==> src/rtl/uart_tx_arbiter_if.sv <==
// Requester-side and UART-side signals of uart_tx_arbiter.
// slave is the arbiter's view; master is the view of whoever drives the requesters and the UART.
interface uart_tx_arbiter_if;
    logic [7:0] REQ0_DATA;
    logic       REQ0_WE;
    logic       REQ0_LOCK;
    logic       REQ0_FULL;
    logic [7:0] REQ1_DATA;
    logic       REQ1_WE;
    logic       REQ1_LOCK;
    logic       REQ1_FULL;
    logic [7:0] UTX_DATA;
    logic       UTX_EN;
    logic       UTX_BUSY;
    logic [1:0] GRANT;
    logic       ERR;

    modport slave (
        input  REQ0_DATA, REQ0_WE, REQ0_LOCK,
        input  REQ1_DATA, REQ1_WE, REQ1_LOCK,
        input  UTX_BUSY,
        output REQ0_FULL, REQ1_FULL,
        output UTX_DATA, UTX_EN, GRANT, ERR
    );

    modport master (
        output REQ0_DATA, REQ0_WE, REQ0_LOCK,
        output REQ1_DATA, REQ1_WE, REQ1_LOCK,
        output UTX_BUSY,
        input  REQ0_FULL, REQ1_FULL,
        input  UTX_DATA, UTX_EN, GRANT, ERR
    );
endinterface

==> src/rtl/uart_tx_arbiter.sv <==
// Two per-requester byte FIFOs drained round-robin (with optional lock) into one UART TX port.
// A BUSY that never rises after UTX_EN sets a sticky ERR and the byte is dropped.
module uart_tx_arbiter #(
    parameter int DEPTH    = 4,
    parameter int BUSY_TMO = 4
) (
    input  logic               CLK,
    input  logic               RESETB,
    uart_tx_arbiter_if.slave   bus
);
    localparam int NREQ = 2;
    localparam int AW   = $clog2(DEPTH);
    localparam int TW   = $clog2(BUSY_TMO) + 1;

    typedef enum logic [1:0] {IDLE, SEND, WAIT_RISE, WAIT_FALL} state_t;

    logic [NREQ-1:0][7:0] wdata;
    logic [NREQ-1:0][7:0] head;
    logic [NREQ-1:0]      we, lock, full, nempty, pop;

    assign wdata = {bus.REQ1_DATA, bus.REQ0_DATA};
    assign we    = {bus.REQ1_WE,   bus.REQ0_WE};
    assign lock  = {bus.REQ1_LOCK, bus.REQ0_LOCK};

    assign bus.REQ0_FULL = full[0];
    assign bus.REQ1_FULL = full[1];

    for (genvar g = 0; g < NREQ; g++) begin : g_fifo
        logic [DEPTH-1:0][7:0] mem_q;
        logic [AW-1:0]         wp_q, rp_q;
        logic [AW:0]           cnt_q;
        logic                  push;

        // FULL comes from the registered count, so a write at DEPTH is dropped even if this edge pops
        assign full[g]   = (cnt_q == (AW+1)'(DEPTH));
        assign nempty[g] = (cnt_q != '0);
        assign head[g]   = mem_q[rp_q];
        assign push      = we[g] & ~full[g];

        always_ff @(posedge CLK or negedge RESETB) begin
            if (!RESETB) begin
                mem_q <= '0;
                wp_q  <= '0;
                rp_q  <= '0;
                cnt_q <= '0;
            end else begin
                if (push) begin
                    mem_q[wp_q] <= wdata[g];
                    wp_q        <= wp_q + 1'b1;
                end
                if (pop[g]) rp_q <= rp_q + 1'b1;
                if (push && !pop[g])      cnt_q <= cnt_q + 1'b1;
                else if (!push && pop[g]) cnt_q <= cnt_q - 1'b1;
            end
        end
    end

    state_t          state_q, state_d;
    logic [1:0]      grant_q, grant_d;
    logic            last_q, last_d;
    logic [TW-1:0]   tmo_q, tmo_d;
    logic            err_q, err_d;
    logic [7:0]      data_q, data_d;
    logic            en_q, en_d;
    logic            owner, go, win;

    assign owner = grant_q[1];

    always_ff @(posedge CLK or negedge RESETB) begin
        if (!RESETB) begin
            state_q <= IDLE;
            grant_q <= 2'b00;
            last_q  <= 1'b1;
            tmo_q   <= '0;
            err_q   <= 1'b0;
            data_q  <= 8'h00;
            en_q    <= 1'b0;
        end else begin
            state_q <= state_d;
            grant_q <= grant_d;
            last_q  <= last_d;
            tmo_q   <= tmo_d;
            err_q   <= err_d;
            data_q  <= data_d;
            en_q    <= en_d;
        end
    end

    always_comb begin
        state_d = state_q;
        grant_d = grant_q;
        last_d  = last_q;
        tmo_d   = tmo_q;
        err_d   = err_q;
        data_d  = data_q;
        en_d    = 1'b0;
        pop     = '0;
        go      = 1'b0;
        win     = 1'b0;

        unique case (state_q)
            IDLE: begin
                if (grant_q != 2'b00) begin
                    // A held lock serves only its owner; releasing it costs one idle edge
                    if (!lock[owner]) begin
                        grant_d = 2'b00;
                    end else if (!bus.UTX_BUSY && nempty[owner]) begin
                        go  = 1'b1;
                        win = owner;
                    end
                end else if (!bus.UTX_BUSY && (|nempty)) begin
                    go  = 1'b1;
                    win = (&nempty) ? ~last_q : nempty[1];
                end
                if (go) begin
                    pop[win] = 1'b1;
                    data_d   = head[win];
                    en_d     = 1'b1;
                    grant_d  = win ? 2'b10 : 2'b01;
                    last_d   = win;
                    state_d  = SEND;
                end
            end
            SEND: begin
                tmo_d   = '0;
                state_d = WAIT_RISE;
            end
            WAIT_RISE: begin
                if (bus.UTX_BUSY) begin
                    state_d = WAIT_FALL;
                end else if (tmo_q == TW'(BUSY_TMO - 1)) begin
                    err_d   = 1'b1;
                    state_d = IDLE;
                    if (!lock[owner]) grant_d = 2'b00;
                end else begin
                    tmo_d = tmo_q + 1'b1;
                end
            end
            WAIT_FALL: begin
                if (!bus.UTX_BUSY) begin
                    state_d = IDLE;
                    if (!lock[owner]) grant_d = 2'b00;
                end
            end
            default: state_d = IDLE;
        endcase
    end

    assign bus.UTX_DATA = data_q;
    assign bus.UTX_EN   = en_q;
    assign bus.GRANT    = grant_q;
    assign bus.ERR      = err_q;
endmodule

==> src/flat_wrapper.sv <==
// flat-port wrapper written by rule: the top's interface ports become plain ports
module uart_tx_arbiter_flat 
#(
    parameter int DEPTH    = 4,
    parameter int BUSY_TMO = 4
)
  (CLK, RESETB, bus_REQ0_DATA, bus_REQ0_WE, bus_REQ0_LOCK, bus_REQ1_DATA, bus_REQ1_WE, bus_REQ1_LOCK, bus_UTX_BUSY, bus_REQ0_FULL, bus_REQ1_FULL, bus_UTX_DATA, bus_UTX_EN, bus_GRANT, bus_ERR);
  uart_tx_arbiter_if bus_i ();
  input  logic CLK;
  input  logic RESETB;
  input wire logic [$bits(bus_i.REQ0_DATA)-1:0] bus_REQ0_DATA;
  input wire logic [$bits(bus_i.REQ0_WE)-1:0] bus_REQ0_WE;
  input wire logic [$bits(bus_i.REQ0_LOCK)-1:0] bus_REQ0_LOCK;
  input wire logic [$bits(bus_i.REQ1_DATA)-1:0] bus_REQ1_DATA;
  input wire logic [$bits(bus_i.REQ1_WE)-1:0] bus_REQ1_WE;
  input wire logic [$bits(bus_i.REQ1_LOCK)-1:0] bus_REQ1_LOCK;
  input wire logic [$bits(bus_i.UTX_BUSY)-1:0] bus_UTX_BUSY;
  output wire logic [$bits(bus_i.REQ0_FULL)-1:0] bus_REQ0_FULL;
  output wire logic [$bits(bus_i.REQ1_FULL)-1:0] bus_REQ1_FULL;
  output wire logic [$bits(bus_i.UTX_DATA)-1:0] bus_UTX_DATA;
  output wire logic [$bits(bus_i.UTX_EN)-1:0] bus_UTX_EN;
  output wire logic [$bits(bus_i.GRANT)-1:0] bus_GRANT;
  output wire logic [$bits(bus_i.ERR)-1:0] bus_ERR;
  assign bus_i.REQ0_DATA = bus_REQ0_DATA;
  assign bus_i.REQ0_WE = bus_REQ0_WE;
  assign bus_i.REQ0_LOCK = bus_REQ0_LOCK;
  assign bus_i.REQ1_DATA = bus_REQ1_DATA;
  assign bus_i.REQ1_WE = bus_REQ1_WE;
  assign bus_i.REQ1_LOCK = bus_REQ1_LOCK;
  assign bus_i.UTX_BUSY = bus_UTX_BUSY;
  assign bus_REQ0_FULL = bus_i.REQ0_FULL;
  assign bus_REQ1_FULL = bus_i.REQ1_FULL;
  assign bus_UTX_DATA = bus_i.UTX_DATA;
  assign bus_UTX_EN = bus_i.UTX_EN;
  assign bus_GRANT = bus_i.GRANT;
  assign bus_ERR = bus_i.ERR;
  uart_tx_arbiter #(.DEPTH(DEPTH), .BUSY_TMO(BUSY_TMO)) u_core (.CLK(CLK), .RESETB(RESETB), .bus(bus_i));
endmodule
==> config.mk <==
export PLATFORM = sky130hd
export DESIGN_NAME = uart_tx_arbiter_flat
export DESIGN_NICKNAME = d
export VERILOG_FILES = /design/src/rtl/uart_tx_arbiter_if.sv /design/src/rtl/uart_tx_arbiter.sv /design/src/flat_wrapper.sv
export SDC_FILE = /design/constraint.sdc
export NUM_CORES = 1
export LEC_CHECK = 0
export BUFFER_PORTS_ARGS = -buffer_cell sky130_fd_sc_hd__buf_4
export CAP_MARGIN = 20
export CORE_UTILIZATION = 59
export DETAILED_ROUTE_END_ITERATION = 8
export PLACE_DENSITY = 0.79
export SYNTH_ARGS = -nofsm -noshare
export SYNTH_HDL_FRONTEND = slang
export SYNTH_SLANG_ARGS = --single-unit
==> constraint.sdc <==
create_clock -name CLK -period 3.1 [get_ports CLK]
set_input_delay 0.62 -clock CLK [delete_from_list [all_inputs] [get_ports CLK]]
set_output_delay 0.62 -clock CLK [all_outputs]
set_load 0.05 [all_outputs]
# Word level (Yosys, flattened, before mapping)
# Cells that the tools add are included.
# op_classes
n_bitwise	6
n_addsub	9
n_eq_ne	13
reduce_logical	29
muxes	53
magnitude_cmp	9
# ops
cell	n
$bwmux W32	2
$mux W8	6
$bmux W8 S2	2
$demux W8 S2	2
$mux W2	13
$mux W1	18
$mux W3	6
$lt A2 B3 Y1 const B	4
$add A3 B1 Y3 const B	3
$logic_and A1 B1 Y1	9
$reduce_and A3 Y1	3
$reduce_bool A3 Y1	3
$add A2 B1 Y2 const B	4
$pmux W2 S4	1
$reduce_bool A2 Y1	4
$eq A3 B3 Y1 const B	2
$ne A2 B2 Y1 const B	3
$pmux W2 S3	1
$pmux W3 S2	1
$sub A3 B1 Y3 const B	2
$logic_not A1 Y1	5
$reduce_and A5 Y1	1
$eq A2 B2 Y1 const B	2
$ge A2 B1 Y1 const B	2
13 further kinds	20
# totals
word_cells	140
register_bits	96

# Depth between registers and ports, before layout
# logic_depth
word_depth	17
ltp_mapped	11
depth_no_buf	11

# Worst setup path before layout
# No wires, ideal clock.
# synth_path
path_type	register -> register
start	reg u_core.g_fifo[1].cnt_q[0]
end	reg u_core.g_fifo[1].cnt_q[1]
slack_ns	0.094
arrival_ns	2.881
synth_period_minus_slack_ns	3.006
path_stages_with_launch	8
n_path_buf	1
path_cell_list	dfrtp_1 nor3b_1 nor2b_1 buf_2 ha_1 inv_1 fa_1 mux2_2
# synth_between
elab_cells_between_ends	37
# synth_lines
item	line	rtl
from (decl)	uart_tx_arbiter.sv:31	logic [AW:0] cnt_q;
from (signal assigned)	uart_tx_arbiter.sv:52	if (push && !pop[g]) cnt_q <= cnt_q + 1'b1;
from (signal assigned)	uart_tx_arbiter.sv:53	else if (!push && pop[g]) cnt_q <= cnt_q - 1'b1;
$eq A3 B3 Y1 (*)	uart_tx_arbiter.sv:35	assign full[g] = (cnt_q == (AW+1)'(DEPTH));
via bus_REQ1_FULL	flat_wrapper.sv:19	output wire logic [$bits(bus_i.REQ1_FULL)-1:0] bus_REQ1_FULL;
$not A1 Y1 (*)	uart_tx_arbiter.sv:38	assign push = we[g] & ~full[g];
$and A1 B1 Y1 (*)	uart_tx_arbiter.sv:38	
via u_core.g_fifo[1].push	uart_tx_arbiter.sv:32	logic push;
$logic_not A1 Y1	uart_tx_arbiter.sv:53	
$logic_and A1 B1 Y1	uart_tx_arbiter.sv:53	
$reduce_bool A2 Y1 (no source line)	--	
# The timed path passes the listed nets; every way through them passes the cells marked *. The select of a mux whose other input is x is not followed.
# A chain may end at the register's enable or synchronous reset.

# Worst setup path in the final report
# layout_path
start	reg u_core.g_fifo[0].cnt_q[1]
end	reg u_core.g_fifo[1].cnt_q[1]
# layout_between
elab_chain_len	17
elab_cells_between_ends	30
# layout_rtl
item	line	rtl
from (decl)	uart_tx_arbiter.sv:31	
from (signal assigned)	uart_tx_arbiter.sv:52	
from (signal assigned)	uart_tx_arbiter.sv:53	
$reduce_bool A3 Y1 (*)	uart_tx_arbiter.sv:36	assign nempty[g] = (cnt_q != '0);
$mux W1 (implied by the code) (2 in a row)	uart_tx_arbiter.sv:107	end else if (!bus.UTX_BUSY && nempty[owner]) begin
$logic_and A1 B1 Y1	uart_tx_arbiter.sv:107	
$mux W1	uart_tx_arbiter.sv:107	
$mux W1	uart_tx_arbiter.sv:105	if (!lock[owner]) begin
$mux W1	uart_tx_arbiter.sv:103	if (grant_q != 2'b00) begin
$mux W1	uart_tx_arbiter.sv:101	unique case (state_q)
$lt A1 B2 Y1 (implied by the code) / $ge A1 B1 Y1 (equally long branches)	uart_tx_arbiter.sv:116	pop[win] = 1'b1;
$logic_and A1 B1 Y1 (implied by the code)	uart_tx_arbiter.sv:116	
$mux W1 (implied by the code)	uart_tx_arbiter.sv:116	
$demux W1 S1	--	
$mux W2 (*)	uart_tx_arbiter.sv:115	if (go) begin
$mux W2 (*)	uart_tx_arbiter.sv:101	
$logic_not A1 Y1	uart_tx_arbiter.sv:52	
$logic_and A1 B1 Y1	uart_tx_arbiter.sv:52	
$mux W3 / $reduce_bool A2 Y1 (equally long branches)	--	
# Mark *: on every way between the ends. The rest lies on a longest branch, timed or not. The select of a mux whose other input is x is not followed.

==> flow_summary.yaml <==
clock_network:
  clk_pin_slew_ns: 0.09
  ctsHoldBuffers: 0
  cts.sinks: 96
  tritoncts: "yes"
  postCtsSetupRepairBufs: 0
  root_buffer: "clkbuf_8"
  cts_resized: 0
  clk_latency_ns: 0.35
  clockBufferDepth: 2
  cts_buffers: 9
  htree_num_levels: 3
timing:
  fmaxAchievable_mhz: 388
  period_share_pct: 83.1
  clock-skew-final_ns: 0.00695
  tightest_slew_ns: 0.623
  finalSetupTns_ns: 0
  slew_violations: 0
  setup_viol: 0
  min_period_ns: 2.58
  hold_slack_ns: 0.271
  relSlewSlack_pct: 58.5
  rsz0062_at_grt: "false"
  hold_viol: 0
synth:
  syn_nets: 349
  avgSynthCellArea_um2: 14.2
  ys_ff_latch: 96
  yosysSeqAreaShare_pct: 54.2
  ys_types: 41
  yosysWarningCount: 0
  netlist_instances: 312
  synth_area_um2: 4440
placed_design:
  hpwl_um: 5380
  io_buffers: 36
  gp_congestion: 0.762
  placed_area_um2: 4820
detailed_routing:
  drt-initial-drc-count: 142
  vias: 2524
  vias_per_cell: 5.52
  wl_per_cell_um: 16.6
  dr.pass1.iters: 4
  drtAntennaViolNets: 0
  wirelength_um: 7570
  drc: 0
run:
  maxCapViolCount: 0
power:
  power_density_nw_per_um2: 1080
  vdd_drop_max_uv: 639
  p_total_w: 0.00539
  power.leakage_nw: 2.22
grt:
  antenna_found_initial: 0
  grtUsageTotal_pct: 22.5
  grt_max_degree: 50
  grt_pass1_vias: 2583
  grt_overflow: 0
  grt_first_pass_wirelength_um: 12900
cells_and_area:
  final_util_pct: 69.1
  area_growth_pct: 12.9
  drive_gt1_share_pct: 38.3
  final_cell_area_um2: 5010
  finalNetCount: 390
  diodes: 0
critical_path:
  endpoint_kind: "flip-flop"
  crit_fanout: 11
  critPathLaunchType: "flip-flop"
  cp_data_arrival_time_ns: 2.82
  critical_path_required_ns: 3.35
  critPathKind: "flip-flop to flip-flop"
  regToRegStartpoint: "u_core.g_fifo[0].cnt_q[1]$_DFFE_PN0P_"
  r2r_slack_ns: 0.52
  timing.rr.end: "u_core.g_fifo[1].cnt_q[1]$_DFFE_PN0P_"
  r2r_cells: 9
floorplanning:
  fp.coreArea_um2: 7250
  num_rows: 31
  die_x_um: 88.7
  fp.dieH_um: 88.7
  initial_core_util_pct: 61.2
  die_area_um2: 7870
  io_pins: 37
worst_hold_path:
  hold_class: "input port to asynchronous set/reset pin"
outcome:
  status: "finished, final reports clean"
## Yosys cell counts (all sizes together)
| library cell | n | share of area [%] |
|---|---|---|
| dfrtp | 95 | 54 |
| mux2 | 68 | 17 |
| nand2 | 30 | 3.0 |
| o21ai | 17 | 1.9 |
| mux4 | 16 | 8.1 |
| ha | 12 | 3.4 |
| buf | 8 | 1.0 |
| inv | 8 | 0.68 |
| mux2i | 8 | 1.8 |
| xnor2 | 7 | 1.4 |
| nor2 | 6 | 0.51 |
| xor2 | 5 | 0.99 |
| nor2b | 4 | 0.56 |
| nor3 | 4 | 0.56 |
| nor3b | 4 | 1.0 |
| clkbuf | 3 | 0.28 |
| o31a | 3 | 0.59 |
| fa | 2 | 0.90 |
| or2 | 2 | 0.28 |
| a211oi | 1 | 0.17 |
| a21boi | 1 | 0.17 |
| a21oi | 1 | 0.11 |
| a31oi | 1 | 0.14 |
| and3b | 1 | 0.20 |
| dfstp | 1 | 0.59 |
| nand2b | 1 | 0.14 |
| nand3 | 1 | 0.11 |
| nor4bb | 1 | 0.23 |
| o22a | 1 | 0.20 |
## worst max path at each step
| stage | from | to | slack [ns] | cells after the start |
|---|---|---|---|---|
| 5_1_grt | u_core.g_fifo[1].cnt_q[0]$_DFFE_PN0P_ | u_core.g_fifo[1].cnt_q[2]$_DFFE_PN0P_ | 0.34 | 11 |
| 6_report | u_core.g_fifo[0].cnt_q[1]$_DFFE_PN0P_ | u_core.g_fifo[1].cnt_q[1]$_DFFE_PN0P_ | 0.52 | 9 |
| 4_1_cts | u_core.g_fifo[1].cnt_q[0]$_DFFE_PN0P_ | u_core.g_fifo[0].cnt_q[2]$_DFFE_PN0P_ | 0.50 | 11 |
| 3_3_place_gp | bus_REQ1_LOCK | u_core.g_fifo[1].cnt_q[1]$_DFFE_PN0P_ | 0.56 | 10 |
| 3_5_place_dp | bus_REQ1_LOCK | u_core.g_fifo[1].cnt_q[1]$_DFFE_PN0P_ | 0.47 | 10 |
| 2_1_floorplan | u_core.g_fifo[1].cnt_q[0]$_DFFE_PN0P_ | u_core.g_fifo[1].cnt_q[1]$_DFFE_PN0P_ | 0.09 | 7 |
## registers in the layout, indices dropped and copies added (netlist names), 2 cells and up
register and flops:
u_core.g_fifo.rp_q 4, u_core.g_fifo.mem_q 64, u_core.g_fifo.cnt_q 6, u_core.tmo_q 3, u_core.g_fifo.wp_q 4, u_core.bus.GRANT 2
u_core.state_q 2, u_core.bus.UTX_DATA 8
## worst max-delay path, cell delays in order, from the launching register on
cell     delay [ns]
dfrtp_1        0.43
nor3_2         0.30
and3b_1        0.25
nor3b_4        0.19
buf_4          0.25
nand2_2        0.11
ha_1           0.22
inv_1          0.09
fa_1           0.38
mux2_2         0.26
## per-stage QoR
step	std cells	setup WS (ns)
3_5_place_dp	441	0.470
3_3_place_gp	441	0.562
5_1_grt	457	0.341
4_1_cts	457	0.505
2_1_floorplan	312	0.0939
6_report	457	0.523
## kinds of logic after synthesis
group / count (synthesis) / synth area share (%)
compound gates: 25 / 3.30
xor+xnor: 12 / 2.37
fa+ha+maj: 14 / 4.29
buf+inv: 19 / 2.00
flops: 96 / 54.2
mux: 92 / 27.2
simple gates: 54 / 6.68
## report_power, final
group | internal, W | switching [W]
clock network | 0.000369 | 0.000421
logic | 0.00121 | 0.00103
registers | 0.00188 | 0.000485
## cell usage in the layout, fill, tap and decap left out, drive strengths merged, types with 4 or more instances in the layout
cell type / netlist / final
ha: 12 / 12
nand2: 30 / 30
dfrtp: 95 / 95
nor2: 6 / 6
clkbuf: 3 / 10
nor3b: 4 / 4
nor3: 4 / 4
mux2: 68 / 68
mux2i: 8 / 8
xor2: 5 / 5
nor2b: 4 / 4
buf: 8 / 41
xnor2: 7 / 7
o21ai: 17 / 17
mux4: 16 / 16
inv: 8 / 8
## cell type report
class	instances	area, µm²
sequential	96	2400
timing repair buffer	41	320
clock inverter	6	60.1
inverter	8	30.0
tap	99	124
fill	537	2240
multi-input combinational	197	1940
clock buffer	10	128
## layer usage
metal	up-vias	track usage, %	routed length, µm
met5	-	0	0
met3	10	3.08	163
met1	1286	32.3	3660
li1	1197	-	-
met2	31	35.1	3620
met4	0	9.24	130
Note: power is estimated with default switching activity, not from simulation.
